[config.mk]
export PLATFORM = sky130hd
export DESIGN_NAME = ctrl_seq_flat
export DESIGN_NICKNAME = d
export VERILOG_FILES = /design/src/rtl/ctrl_seq_pkg.sv /design/src/rtl/ctrl_seq_if.sv /design/src/rtl/ctrl_seq.sv /design/src/flat_wrapper.sv
export SDC_FILE = /design/constraint.sdc
export NUM_CORES = 1
export LEC_CHECK = 0
export CAP_MARGIN = 20
export CORE_AREA = 2 2 39 41
export DETAILED_ROUTE_END_ITERATION = 7
export DIE_AREA = 0 0 41 43
export GPL_ROUTABILITY_DRIVEN = 0
export MAX_ROUTING_LAYER = met4
export PLACE_DENSITY = 0.62
export REMOVE_ABC_BUFFERS = 1
export SYNTH_ARGS = -nofsm -noshare
export SYNTH_HDL_FRONTEND = slang
export SYNTH_SLANG_ARGS = --single-unit
[constraint.sdc]
create_clock -name clk -period 1.85 [get_ports clk]
set_input_delay 0.37 -clock clk [delete_from_list [all_inputs] [get_ports clk]]
set_output_delay 0.37 -clock clk [all_outputs]
set_load 0.03 [all_outputs]
[src/rtl/ctrl_seq_pkg.sv]
// Shared types for the accumulator CPU: opcode set, sequencer phase encoding
// and the control strobe bundle.
package ctrl_seq_pkg;

   localparam int unsigned OPCODE_W = 3;
   localparam int unsigned PHASE_W  = 3;

   typedef enum logic [OPCODE_W-1:0] {
      HLT = 3'd0,
      SKZ = 3'd1,
      ADD = 3'd2,
      AND = 3'd3,
      XOR = 3'd4,
      LDA = 3'd5,
      STO = 3'd6,
      JMP = 3'd7
   } opcode_t;

   typedef enum logic [PHASE_W-1:0] {
      INST_ADDR  = 3'd0,
      INST_FETCH = 3'd1,
      INST_LOAD  = 3'd2,
      IDLE       = 3'd3,
      OP_ADDR    = 3'd4,
      OP_FETCH   = 3'd5,
      ALU_OP     = 3'd6,
      STORE      = 3'd7
   } state_t;

   typedef struct packed {
      logic mem_rd;
      logic mem_wr;
      logic load_ir;
      logic load_ac;
      logic load_pc;
      logic inc_pc;
      logic halt;
      logic data_e;
      logic sel;
   } strobes_t;

   // Opcodes that read an operand from memory and load the accumulator.
   function automatic logic is_aluop(opcode_t op);
      return op inside {ADD, AND, XOR, LDA};
   endfunction

endpackage

[src/rtl/ctrl_seq_if.sv]
// Sequencer <-> datapath control bundle: decoded opcode and zero flag in,
// memory/register strobes and debug phase out.
interface ctrl_seq_if;
   import ctrl_seq_pkg::*;

   opcode_t opcode;
   logic    zero;
   logic    mem_rd;
   logic    mem_wr;
   logic    load_ir;
   logic    load_ac;
   logic    load_pc;
   logic    inc_pc;
   logic    halt;
   logic    data_e;
   logic    sel;
   state_t  phase;

   modport master (
      input  opcode, zero,
      output mem_rd, mem_wr, load_ir, load_ac, load_pc, inc_pc, halt, data_e, sel, phase
   );

   modport slave (
      output opcode, zero,
      input  mem_rd, mem_wr, load_ir, load_ac, load_pc, inc_pc, halt, data_e, sel, phase
   );

endinterface

[src/rtl/ctrl_seq.sv]
// Instruction sequencer: walks each instruction through eight phases and
// decodes (phase, opcode, zero) into datapath strobes with no added latency.
module ctrl_seq
   import ctrl_seq_pkg::*;
(
   input  logic      clk,
   input  logic      rst_,
   ctrl_seq_if.master bus
);

   state_t   phase_q, phase_d;
   logic     halted_q, halted_d;
   strobes_t strobe_c;
   logic     aluop_c;

   assign aluop_c = is_aluop(bus.opcode);

   always_ff @(posedge clk or negedge rst_) begin
      if (!rst_) begin
         phase_q  <= INST_ADDR;
         halted_q <= 1'b0;
      end else begin
         phase_q  <= phase_d;
         halted_q <= halted_d;
      end
   end

   // Next phase and strobe decode; halted state overrides everything but halt.
   always_comb begin
      phase_d  = phase_q;
      halted_d = halted_q;
      strobe_c = '0;
      if (halted_q) begin
         strobe_c.halt = 1'b1;
      end else begin
         case (phase_q)
            INST_ADDR: begin
               strobe_c.sel = 1'b1;
               phase_d      = INST_FETCH;
            end
            INST_FETCH: begin
               strobe_c.sel    = 1'b1;
               strobe_c.mem_rd = 1'b1;
               phase_d         = INST_LOAD;
            end
            INST_LOAD: begin
               strobe_c.sel     = 1'b1;
               strobe_c.mem_rd  = 1'b1;
               strobe_c.load_ir = 1'b1;
               phase_d          = IDLE;
            end
            IDLE: begin
               strobe_c.sel     = 1'b1;
               strobe_c.mem_rd  = 1'b1;
               strobe_c.load_ir = 1'b1;
               phase_d          = OP_ADDR;
            end
            OP_ADDR: begin
               strobe_c.inc_pc = 1'b1;
               if (bus.opcode == HLT) begin
                  strobe_c.halt = 1'b1;
                  halted_d      = 1'b1;
               end else begin
                  phase_d = OP_FETCH;
               end
            end
            OP_FETCH: begin
               strobe_c.mem_rd = aluop_c;
               phase_d         = ALU_OP;
            end
            ALU_OP: begin
               strobe_c.mem_rd  = aluop_c;
               strobe_c.inc_pc  = (bus.opcode == SKZ) && bus.zero;
               strobe_c.load_pc = (bus.opcode == JMP);
               strobe_c.data_e  = (bus.opcode == STO);
               phase_d          = STORE;
            end
            STORE: begin
               strobe_c.mem_rd  = aluop_c;
               strobe_c.inc_pc  = (bus.opcode == JMP);
               strobe_c.load_ac = aluop_c;
               strobe_c.load_pc = (bus.opcode == JMP);
               strobe_c.mem_wr  = (bus.opcode == STO);
               strobe_c.data_e  = (bus.opcode == STO);
               phase_d          = INST_ADDR;
            end
            default: phase_d = INST_ADDR;
         endcase
      end
   end

   assign bus.mem_rd  = strobe_c.mem_rd;
   assign bus.mem_wr  = strobe_c.mem_wr;
   assign bus.load_ir = strobe_c.load_ir;
   assign bus.load_ac = strobe_c.load_ac;
   assign bus.load_pc = strobe_c.load_pc;
   assign bus.inc_pc  = strobe_c.inc_pc;
   assign bus.halt    = strobe_c.halt;
   assign bus.data_e  = strobe_c.data_e;
   assign bus.sel     = strobe_c.sel;
   assign bus.phase   = phase_q;

endmodule

[src/flat_wrapper.sv]
// flat-port wrapper written by rule: the top's interface ports become plain ports
module ctrl_seq_flat import ctrl_seq_pkg::*;
  (clk, rst_, bus_opcode, bus_zero, bus_mem_rd, bus_mem_wr, bus_load_ir, bus_load_ac, bus_load_pc, bus_inc_pc, bus_halt, bus_data_e, bus_sel, bus_phase);
  ctrl_seq_if bus_i ();
  input  logic clk;
  input  logic rst_;
  input wire logic [$bits(bus_i.opcode)-1:0] bus_opcode;
  input wire logic [$bits(bus_i.zero)-1:0] bus_zero;
  output wire logic [$bits(bus_i.mem_rd)-1:0] bus_mem_rd;
  output wire logic [$bits(bus_i.mem_wr)-1:0] bus_mem_wr;
  output wire logic [$bits(bus_i.load_ir)-1:0] bus_load_ir;
  output wire logic [$bits(bus_i.load_ac)-1:0] bus_load_ac;
  output wire logic [$bits(bus_i.load_pc)-1:0] bus_load_pc;
  output wire logic [$bits(bus_i.inc_pc)-1:0] bus_inc_pc;
  output wire logic [$bits(bus_i.halt)-1:0] bus_halt;
  output wire logic [$bits(bus_i.data_e)-1:0] bus_data_e;
  output wire logic [$bits(bus_i.sel)-1:0] bus_sel;
  output wire logic [$bits(bus_i.phase)-1:0] bus_phase;
  assign bus_i.opcode = bus_opcode;
  assign bus_i.zero = bus_zero;
  assign bus_mem_rd = bus_i.mem_rd;
  assign bus_mem_wr = bus_i.mem_wr;
  assign bus_load_ir = bus_i.load_ir;
  assign bus_load_ac = bus_i.load_ac;
  assign bus_load_pc = bus_i.load_pc;
  assign bus_inc_pc = bus_i.inc_pc;
  assign bus_halt = bus_i.halt;
  assign bus_data_e = bus_i.data_e;
  assign bus_sel = bus_i.sel;
  assign bus_phase = bus_i.phase;
  ctrl_seq u_core (.clk(clk), .rst_(rst_), .bus(bus_i));
endmodule
==> results of run 1 <==
## cell type report
cell class              count  area [um^2]  area share (%)
well taps                  16         20.0            3.77
repair buffers             23          201            38.0
clock buffers               3         22.5            4.25
flip-flops and latches      4          100            18.9
multi-input cells          24          186            35.1
## cells in the mapped netlist, types with 2 or more instances
cell / number
nand3b_1: 2
xnor2_1: 3
nor2_1: 2
nor3_1: 2
nor3b_1: 2
nand2_1: 2
buf_2: 2
dfrtp_1: 4
## what timing repair did
item | 4_1_cts | 5_1_grt
hold endpoints to repair | 0 | 0
resized for setup | 4 | 5
hold buffers | 0 | 0
endpoints found under the setup margin | 7 | 3
pin swaps | 0 | 1
## worst max-delay path, stage by stage
cell and delay (ns):
clkdlybuf4s50_1 0.46, nor4b_4 0.18, a31oi_1 0.07, o31ai_2 0.19, buf_4 0.19
## registers in the layout (all words and copies together) (netlist names)
register	flops
u_core.bus.phase	3
u_core.halted_q	1
## worst paths after layout
| path | start | end | slack [ns] | depth (start not counted) |
|---|---|---|---|---|
| min in group clk | u_core.bus.phase[1] | u_core.bus.phase[1] | 0.60 | 2 |
| hold reg to reg | u_core.bus.phase[1] | u_core.bus.phase[1] | 0.60 | 2 |
| hold / removal | rst_ | u_core.bus.phase[0] | 0.34 | 1 |
| setup / recovery | bus_zero | bus_inc_pc | 0.03 | 5 |
| setup reg to reg | u_core.bus.phase[0] | u_core.bus.phase[0] | 0.65 | 4 |
| max in group asynchronous | rst_ | u_core.bus.phase[2] | 1.35 | 1 |
## cells in the final DEF (no fill, tap or decap), types with 2 or more instances in the layout
master	instances
dlygate4sd2_1	3
clkdlybuf4s50_1	7
clkbuf_4	3
nor3b_1	2
nand3b_1	2
nor3_1	2
buf_4	11
nand2_2	2
dfrtp_1	4
buf_6	2
xnor2_1	3
## power groups by stage
stage                     logic [mW]  registers, mW  clock network (mW)
after floorplan                0.244          0.288                   0
after global placement         0.637          0.176                   0
after detailed placement       0.640          0.176                   0
after CTS                      0.635          0.177               0.104
after global routing           0.695          0.189               0.109
final                          0.654          0.185               0.100
## layer usage
layer / global-route usage, % / up-vias
li1: - / 157
met1: 13.7 / 154
met2: 11.3 / 10
met3: 3.14 / 0
met4: 4.00 / 0
met5: - / -
## through the flow
stage | cell area (um^2) | hold WS, ns
global route | 531 | 0.361
finish | 531 | 0.342
CTS | 509 | 0.345
floorplan | 267 | 0.0744
detailed placement | 484 | 0.551
global placement | 484 | 0.540
## cell families (layout without fill, tap and decap cells)
| logic type | count (synthesis) | count (layout) | synth area share, % |
|---|---|---|---|
| and+or+nand+nor | 16 | 16 | 36.2 |
| buffers and inverters | 2 | 26 | 3.62 |
| DFF | 4 | 4 | 36.2 |
| AOI/OAI and AO/OA | 5 | 5 | 14.5 |
| xor gates and xnor gates | 3 | 3 | 9.50 |
==> qor.csv, run 1 <==
metric,value,unit
numPortBuffers,17,
min_period,1.82,ns
fillers,155,
clk_pin_slew,0.03,ns
place_ws,-0.206,ns
relSlewSlack,79.8,%
synth-edff-count,0,
clock_skew,0.000756,ns
powerDensity,1770,mW/mm^2
die-area,0.00176,mm^2
synth_area_leaders,"dfrtp_1, xnor2_1, nand3b_1, nor3b_1, nor4_2",
grt_pass1_vias,276,
ys_ff_latch,4,
clock_latency,0.22,ns
dp_hpwl,556,um
fin_cells,70,
io_pins,18,
overflow,0,
placed_cells,67,
grtUsageTotal,9.30,%
cts_setup_buffers,0,
synth.top_cell.area_share,36.2,%
status,"complete, no violations",
synth_top_area_cell,dfrtp_1,
cp.required,1.48,ns
vias,321,
synth-async-reset-ratio,100,%
yosysSeqAreaShare,36.2,%
fin_util,38.3,%
wl_met3,43,um
cap_viol_max_count,0,
cts_root_buffer,clkbuf_4,
rsz0062_at_grt,true,
first_iter_violations,3,
max_freq,548,MHz
swShare,47.9,%
crit_type,in -> out,
hold_class,in -> async,
wl_met2,345,um
wl_met1,329,um
fp.dieW,41,um
antenna_found_initial,0,
initial_core_util,20.0,%
avgViaCountPerCell,4.59,
netlist_area,277,um^2
routed.top_layer,met3,
clkPwrFrac,10.7,%
totalWireLength,718,um
cts.sinks,4,
power,0.939,mW
ant_nets,0,
p_seq_share,19.7,%
p_leak,0.221,nW
clk_path_buf_depth,2,
hold_viol_final,0,
p_sw,0.450,mW
rows,14,
drive_gt1_share,40.7,%
core-area,0.00138,mm^2
numCtsBuffers,3,
comb_power_share,69.6,%
syn_inst,30,
cts_tree,yes,
setup.worst_path.end_class,output port,
ir_drop,666,uV
avgSynthCellArea,9.22,um^2
setup_viol,0,
crit_arrival,1.45,ns
fin_tns_setup,0,ns
grt_max_degree,10,
avgRoutedWirePerCell,10.3,um
drcViolationCount,0,
ys.flop_type,dfrtp_1,
p_int,0.489,mW
fin_crit_sh,98.6,%
grt_first_pass_wirelength,1.11,mm
synth_cell_types,19,
cts_max_level,1,
nNetsFinal,62,
n_antenna_cell,0,
drv_slew,0,
yosysWarningCount,0,
cp_max_fo,1,
syn_to_final_growth,91.9,%
final.setup.worst_slack,0.0259,ns
tightest_slew,0.302,ns
die_h,43,um
cp-start-kind,primary input,
dr.pass1.iters,2,
Note: power is estimated with default switching activity, not from simulation.
==> run 2: changes to the inputs <==
--- a/config.mk
+++ b/config.mk
@@ -10,8 +10,10 @@
 export DETAILED_ROUTE_END_ITERATION = 7
 export DIE_AREA = 0 0 41 43
 export GPL_ROUTABILITY_DRIVEN = 0
+export GPL_TIMING_DRIVEN = 0
+export HOLD_SLACK_MARGIN = 0.03
 export MAX_ROUTING_LAYER = met4
-export PLACE_DENSITY = 0.62
+export PLACE_DENSITY_LB_ADDON = 0.2
 export REMOVE_ABC_BUFFERS = 1
 export SYNTH_ARGS = -nofsm -noshare
 export SYNTH_HDL_FRONTEND = slang
==> run 2 against run 1 <==
Sequential share of layout area increased by 2.8 points. Critical path type unchanged. Sequential cell count stayed put. Final cell count shrank 4.3%. Worst setup slack improved by 0.041 ns. Routed wire length increased by 9.2%. Largest power group unchanged. Clock skew increased by 0.0051 ns. Maximum frequency up 2.3%. Design area shrank 8.5%. Critical endpoint is now bus_halt. Combinational power shrank 20%. Clock power is 12% higher. Hold slack got worse by 0.011 ns.
==> qor.csv, run 2 (same netlist as run 1, synthesis figures left out) <==
metric,value,unit
rsz0062_at_grt,false,
drcViolationCount,0,
die_h,43,um
ir_drop,428,uV
clock_skew,0.00582,ns
nNetsFinal,59,
dr.pass1.iters,2,
tightest_slew,0.298,ns
cp-start-kind,primary input,
grt_max_degree,12,
cp_max_fo,3,
setup.worst_path.end_class,output port,
r2r_slack,0.79,ns
io_pins,18,
status,"complete, no violations",
crit_arrival,1.41,ns
first_iter_violations,2,
fin_crit_sh,96.4,%
layout_commonest_cell,buf_4,
cap_viol_max_count,0,
min_period,1.78,ns
powerDensity,1820,mW/mm^2
cp.required,1.48,ns
avgRoutedWirePerCell,11.7,um
p_leak,0.212,nW
final.setup.worst_slack,0.0672,ns
fp.dieW,41,um
layout_common_cells,"buf_4, dlygate4sd2_1, buf_2, dfrtp_2",
cts_tree,yes,
n_antenna_cell,0,
hold_class,in -> async,
placed_cell_area,457,um^2
cts_max_level,1,
crit_type,in -> out,
numPortBuffers,17,
startpoint,bus_opcode[0],
largest_reg_flops,3,
grt_first_pass_wirelength,1.24,mm
ant_nets,0,
drive_gt1_share,45.1,%
grtUsageTotal,10.6,%
die-area,0.00176,mm^2
power,0.885,mW
clk_path_buf_depth,2,
place_ws,-0.700,ns
comb_power_share,58.9,%
timing.rr.start,u_core.bus.phase[0],
overflow,0,
p_sw,0.447,mW
relSlewSlack,80.0,%
clock_latency,0.24,ns
p_seq_share,28.5,%
numCtsBuffers,3,
avgViaCountPerCell,4.46,
core-area,0.00138,mm^2
clk_pin_slew,0.04,ns
swShare,50.6,%
max_freq,561,MHz
setup_viol,0,
antenna_found_initial,0,
hold_viol_final,0,
clkPwrFrac,12.7,%
cts_hold_buf,0,
rows,14,
initial_core_util,20.0,%
dp_hpwl,530,um
fin_util,35.1,%
p_int,0.437,mW
cts.sinks,4,
vias,299,
drv_slew,0,
grt_pass1_vias,282,
syn_to_final_growth,75.6,%
cts_root_buffer,clkbuf_4,
final_cell_area,485,um^2
totalWireLength,784,um
## run 2: cell count changes in the layout (fill, tap and decap cells not counted), sizes merged
cell | before | now
clkdlybuf4s50 | 7 | 3
clkbuf | 3 | 5
dlymetal6s2s | 0 | 1
clkdlybuf4s15 | 0 | 1
dlygate4sd2 | 3 | 4
buf | 13 | 9
## run 2: final timing paths
check / cells after the start / endpoint
min: 1 / u_core.halted_q
max reg2reg: 3 / u_core.bus.phase[0]
min reg2reg: 1 / u_core.bus.phase[1]
max in group asynchronous: 1 / u_core.bus.phase[0]
max: 4 / bus_halt
min in group clk: 1 / u_core.bus.phase[1]
## run 2: area by class of cell
| cell class | instances | area, um^2 |
|---|---|---|
| Clock buffer | 3 | 22.5 |
| Multi-Input combinational cell | 24 | 181 |
| Sequential cell | 4 | 105 |
| Fill cell | 159 | 898 |
| Timing Repair Buffer | 20 | 156 |
| Tap cell | 16 | 20.0 |
## run 2: stage by stage
stage               std cells  TNS (ns)  hold WS [ns]
finish                     67         0         0.331
global route               67         0         0.338
CTS                        64         0         0.325
detailed placement         61     -3.82         0.582
global placement           61     -3.70         0.577
floorplan                  28    -0.314        0.0744
## run 2: layer usage
layer / up-vias / global-route usage [%] / part of all wire [%]
met5: - / - / 0
met4: 0 / 6.00 / 2.0
met3: 2 / 3.14 / 7.5
met2: 14 / 13.4 / 44
met1: 131 / 14.6 / 46
li1: 152 / - / -
## run 2: worst max-delay path, stage by stage
cell and delay, ns:
clkdlybuf4s50_1 0.45, nor3_1 0.17, a31o_1 0.21, buf_2 0.21
## run 2: power groups by stage
stage | Combinational, mW | Clock, mW | Sequential (mW)
final | 0.521 | 0.112 | 0.252
after floorplan | 0.244 | 0 | 0.288
after global routing | 0.565 | 0.124 | 0.269
after detailed placement | 0.503 | 0 | 0.256
after global placement | 0.504 | 0 | 0.249
after CTS | 0.458 | 0.117 | 0.262
## run 2: repair_timing
action,4_1_cts,5_1_grt
resized for setup,44,12
buffers inserted,0,3
pin swaps,0,3
endpoints found under the setup margin,11,7
hold endpoints to repair,0,0
==> run 3: changes to the inputs <==
--- a/config.mk
+++ b/config.mk
@@ -6,11 +6,11 @@
 export NUM_CORES = 1
 export LEC_CHECK = 0
 export CAP_MARGIN = 20
-export CORE_AREA = 2 2 39 41
+export CORE_AREA = 4 4 41 43
 export DETAILED_ROUTE_END_ITERATION = 7
-export DIE_AREA = 0 0 41 43
+export DIE_AREA = 0 0 45 47
 export GPL_ROUTABILITY_DRIVEN = 0
-export GPL_TIMING_DRIVEN = 0
+export GPL_TIMING_DRIVEN = 1
 export HOLD_SLACK_MARGIN = 0.03
 export MAX_ROUTING_LAYER = met4
 export PLACE_DENSITY_LB_ADDON = 0.2
==> run 3 against run 2 <==
Design area increased by 20%. Clock power decreased by 4%. Total power rose by 17%. Sequential power down 22%. Largest cell class is now non-clock buffers. Core utilization is 9.8 points higher.
==> qor.csv, run 3 (same netlist as run 1, synthesis figures left out) <==
metric,value,unit
grt_max_degree,10,
p_seq_share,18.9,%
cts_max_level,1,
p_sw,0.489,mW
hold_class,in -> async,
clk_pin_slew,0.04,ns
max_freq,545,MHz
largest_reg_flops,3,
syn_to_final_growth,111,%
drv_slew,0,
core-area,0.00130,mm^2
cts.sinks,4,
tightest_slew,0.310,ns
r2r_cells,5,
comb_power_share,70.7,%
critical_path.slowest_cell,clkdlybuf4s50_1,
r2r_slack,0.65,ns
avgRoutedWirePerCell,12.9,um
overflow,0,
status,"complete, no violations",
cts_tree,yes,
numPortBuffers,17,
swShare,47.1,%
fin_crit_sh,99.2,%
clock_skew,0.00301,ns
crit_type,in -> out,
first_iter_violations,4,
crit_arrival,1.47,ns
cp-start-kind,primary input,
n_antenna_cell,0,
hold_viol_final,0,
numCtsBuffers,3,
p_leak,0.261,nW
ir_drop,739,uV
powerDensity,1780,mW/mm^2
power,1.04,mW
setup_viol,0,
vias,337,
antenna_found_initial,0,
clkPwrFrac,10.4,%
drcViolationCount,0,
initial_core_util,21.2,%
fillers,141,
ant_nets,0,
dr.pass1.iters,2,
clk_path_buf_depth,2,
grt_first_pass_wirelength,1.35,mm
avgViaCountPerCell,4.55,
layout_common_cells,"buf_4, clkdlybuf4s50_1, xnor2_1, clkbuf_4, dfrtp_1",
p_int,0.549,mW
crit_chain,"clkdlybuf4s50_1, nand3_1, o31ai_2, buf_4",
relSlewSlack,79.2,%
rows,13,
layout_commonest_cell,buf_4,
nNetsFinal,67,
cp_max_fo,3,
grtUsageTotal,9.56,%
grt_pass1_vias,333,
min_period,1.84,ns
setup.worst_path.end_class,output port,
die_h,47,um
die-area,0.00212,mm^2
cts_hold_buf,0,
clock_latency,0.23,ns
drive_gt1_share,49.2,%
cts_root_buffer,clkbuf_4,
hold_slack,0.336,ns
place_ws,-0.202,ns
r2r_end,u_core.bus.phase[0],
dp_hpwl,679,um
cpPeakStageDelay,0.56,ns
final.setup.worst_slack,0.0142,ns
fp.dieW,45,um
io_pins,18,
totalWireLength,957,um
cp.required,1.48,ns
cap_viol_max_count,0,
timing.rr.start,u_core.bus.phase[1],
## run 3: cell count changes in the layout (fill, tap and decap cells not counted), moves of 2 or more
cell / previous run / this run
buf_4: 5 / 16
dfrtp_2: 4 / 1
buf_6: 0 / 2
clkdlybuf4s50_1: 3 / 6
dfrtp_1: 0 / 3
dlygate4sd2_1: 4 / 1
buf_2: 4 / 0
## run 3: repair_timing
item / 4_1_cts / 5_1_grt
pin swaps: 0 / 4
setup endpoints to repair: 5 / 3
buffers inserted: 0 / 4
resized for setup: 5 / 11
## run 3: power groups by stage
stage / clock network [mW] / logic, mW / registers [mW]
2_1_floorplan: 0 / 0.244 / 0.288
3_3_place_gp: 0 / 0.623 / 0.189
3_5_place_dp: 0 / 0.626 / 0.192
4_1_cts: 0.112 / 0.626 / 0.197
5_1_grt: 0.122 / 0.779 / 0.206
6_report: 0.108 / 0.734 / 0.196
## run 3: per-layer routing
layer  part of all wire [%]  wire, um  global-route usage (%)
met5                      0         0                       -
met4                    1.3        12                    8.77
met3                    6.8        65                    3.45
met2                     52       495                    13.6
met1                     40       382                    10.3
## run 3: worst max-delay path by stage
stage,from,end,slack [ns],cells after the start
global route,bus_opcode[0],bus_inc_pc,-0.007,4
finish,bus_opcode[0],bus_inc_pc,0.01,4
CTS,bus_zero,bus_inc_pc,0.0009,5
detailed placement,bus_opcode[2],bus_inc_pc,-0.20,5
floorplan,u_core.bus.phase[2],bus_mem_wr,-0.24,3
global placement,bus_opcode[2],bus_inc_pc,-0.11,5
## run 3: through the flow
| step | std cells | setup TNS, ns | cell area [um^2] | util (%) |
|---|---|---|---|---|
| global route | 74 | -0.0134 | 584 | 44.9 |
| floorplan | 28 | -0.314 | 267 | - |
| finish | 74 | 0 | 584 | 44.9 |
| global placement | 67 | -0.311 | 490 | 37.7 |
| CTS | 70 | 0 | 517 | 39.7 |
| detailed placement | 67 | -0.480 | 490 | 37.7 |
## run 3: area by class of cell
class,instances,area (um^2),share of cell area [%]
timing repair buffer,28,239,40.9
tap,15,18.8,3.21
clock buffer,3,22.5,3.85
multi-input combinational,24,203,34.7
sequential,4,101,17.3
## run 3: critical path, delay by kind of cell
| kind | cells | cell delay, ns |
|---|---|---|
| buffers and inverters | 2 | 0.76 |
| AOI/OAI and AO/OA | 1 | 0.20 |
| and+or+nand+nor | 1 | 0.14 |
==> RTL edit, RTL diff (settings of run 1) <==
Reset style: synchronous (`rst_`), changed in one clocked block.
--- a/src/rtl/ctrl_seq.sv
+++ b/src/rtl/ctrl_seq.sv
@@ -16,5 +16,5 @@
    assign aluop_c = is_aluop(bus.opcode);
 
-   always_ff @(posedge clk or negedge rst_) begin
+   always_ff @(posedge clk) begin
       if (!rst_) begin
          phase_q  <= INST_ADDR;
Function: differs if rst_ is asserted again (counterexample within 4 cycles, from zero or initial values and one cycle with rst_ low); with rst_ held inactive, the same outputs for 10 cycles.
==> RTL edit against run 1 <==
- sequential cell count is the same
- die area is the same
- area after synthesis is 8.1% higher
- cell count up 11%
- cell area grew 2.4%
- wire length up 3.3%
- worst setup slack better by 0.056 ns
- highest routed layer unchanged
Power is not compared: it rests on default switching activity, and its combinational part moved more than twofold at a synthesized area within 25%.
==> RTL edit: results (changes against run 1) <==
stage;metric;value;unit;change
route;1st-pass router iterations;4;;was 2
critical_path;worst reg-to-reg setup slack;0.73;ns;was 0.65 ns
route;Top Layer Used;met3;;unchanged
critical_path;CP max FO;5;;was 1
logic_synthesis;Synth Area per Inst;7.87;um^2;was 9.22 um^2
timing;Fin Hold WS;0.628;ns;was 0.342 ns
layout;NumNets Final;70;;was 62
route;Avg WL per Cell;9.51;um;was 10.3 um
route;Via density;4.44;;was 4.59
place;Post-DP Area;507;um^2;was 484 um^2
min_path;Hold Crit Class;reg -> reg;;was in -> async
logic_synthesis;Area contributors post-synth;dfxtp_1 (27%), and2_1 (8.4%), nor2_1 (6.3%), xnor2_1 (5.9%), nor3_1 (5.0%);;was dfrtp_1 (36%), xnor2_1 (9.5%), nand3b_1 (5.4%), nor3b_1 (5.4%), nor4_2 (4.5%)
timing;Worst slew margin;0.790;;was 0.798
logic_synthesis;Synth cell types;19;;unchanged
route;final WL;742;um;was 718 um
place;placed cell count;75;;was 67
timing;Max Clock Skew;0.000248;ns;was 0.000756 ns
power_and_ir_drop;register share of total power;0.301;;
layout;max reg flops;3;;unchanged
power_and_ir_drop;peak supply drop;0.291;mV;
logic_synthesis;Synth Warn #;0;;unchanged
logic_synthesis;most frequent cells after synthesis;nor2_1 (5), and2_1 (4), dfxtp_1 (4);;was dfrtp_1 (4), xnor2_1 (3)
route;met3 wire len;68;um;was 43 um
place;worst setup slack after placement;-0.213;ns;was -0.206 ns
global_routing;first-pass GRT wire length;1320;um;was 1110 um
layout;# diodes;0;;unchanged
status;status;finished clean;;unchanged
layout;layout cells sized above 1;0.323;;was 0.407
route;met2 WL;348;um;was 345 um
route;DRT iter0 DRCs;3;;unchanged
timing;fmax;0.566;GHz;was 0.548 GHz
global_routing;gr usage total;0.111;;was 0.0930
place;hpwl dp;595;um;was 556 um
logic_synthesis;ys async rst share;0;;was 1.00
power_and_ir_drop;Comb power frac;0.377;;
route;wl on met1;325;um;was 329 um
cts;Clock transition at path regs;0.04;ns;
cts;H-tree levels;1;;unchanged
logic_synthesis;sequential area share after synthesis;0.268;;was 0.362
critical_path;WP data arrival;1.40;ns;was 1.45 ns
cts;Root Driver;clkbuf_4;;unchanged
global_routing;number of global-route vias before repair;326;;was 276
-- RTL edit: changes by cell type after synthesis, moves of 2 or more --
cell     change
and2_1       +3
dfrtp_1      -4
dfxtp_1      +4
inv_1        +3
nor2_1       +3
nor3b_1      -2
-- RTL edit: kinds of logic (layout without fill, tap and decap cells) --
kind of cell / after synthesis / after routing / synth area share
simple gates: 21 / 21 / 0.410
compound gates: 5 / 5 / 0.163
buf+inv: 5 / 29 / 0.0711
flops: 4 / 4 / 0.268
xor+xnor: 3 / 3 / 0.0879
-- RTL edit: final timing paths --
| kind | startpoint | depth (start not counted) | end |
|---|---|---|---|
| max | bus_opcode[2] | 4 | bus_inc_pc |
| min | u_core.bus.phase[0] | 3 | u_core.bus.phase[0] |
| max reg2reg | u_core.bus.phase[2] | 4 | u_core.bus.phase[0] |
| min reg2reg | u_core.bus.phase[0] | 3 | u_core.bus.phase[0] |
-- RTL edit: what timing repair did --
action,in CTS,in global routing
resized for setup,7,1
hold buffers,0,0
setup buffers,0,0
gates cloned,0,0
endpoints found under the setup margin,7,1
pin swaps,3,0
-- RTL edit: worst max-delay path: stages --
cell	delay [ns]
dlygate4sd2_1	0.33
nand4_1	0.15
a2111oi_2	0.33
buf_4	0.22
-- RTL edit: layout make-up --
cell class / count / area (um^2)
Clock buffer: 3 / 22.5
Tap cell: 16 / 20.0
Fill cell: 145 / 841
Inverter: 3 / 11.3
Timing Repair Buffer: 23 / 203
Sequential cell: 4 / 80.1
Multi-Input combinational cell: 29 / 206
-- RTL edit: layer usage --
metal | GRT usage | vias up
met1 | 0.138 | 154
met4 | 0.0200 | 0
li1 | - | 179
met3 | 0.0628 | 0
met5 | - | -
met2 | 0.156 | 13
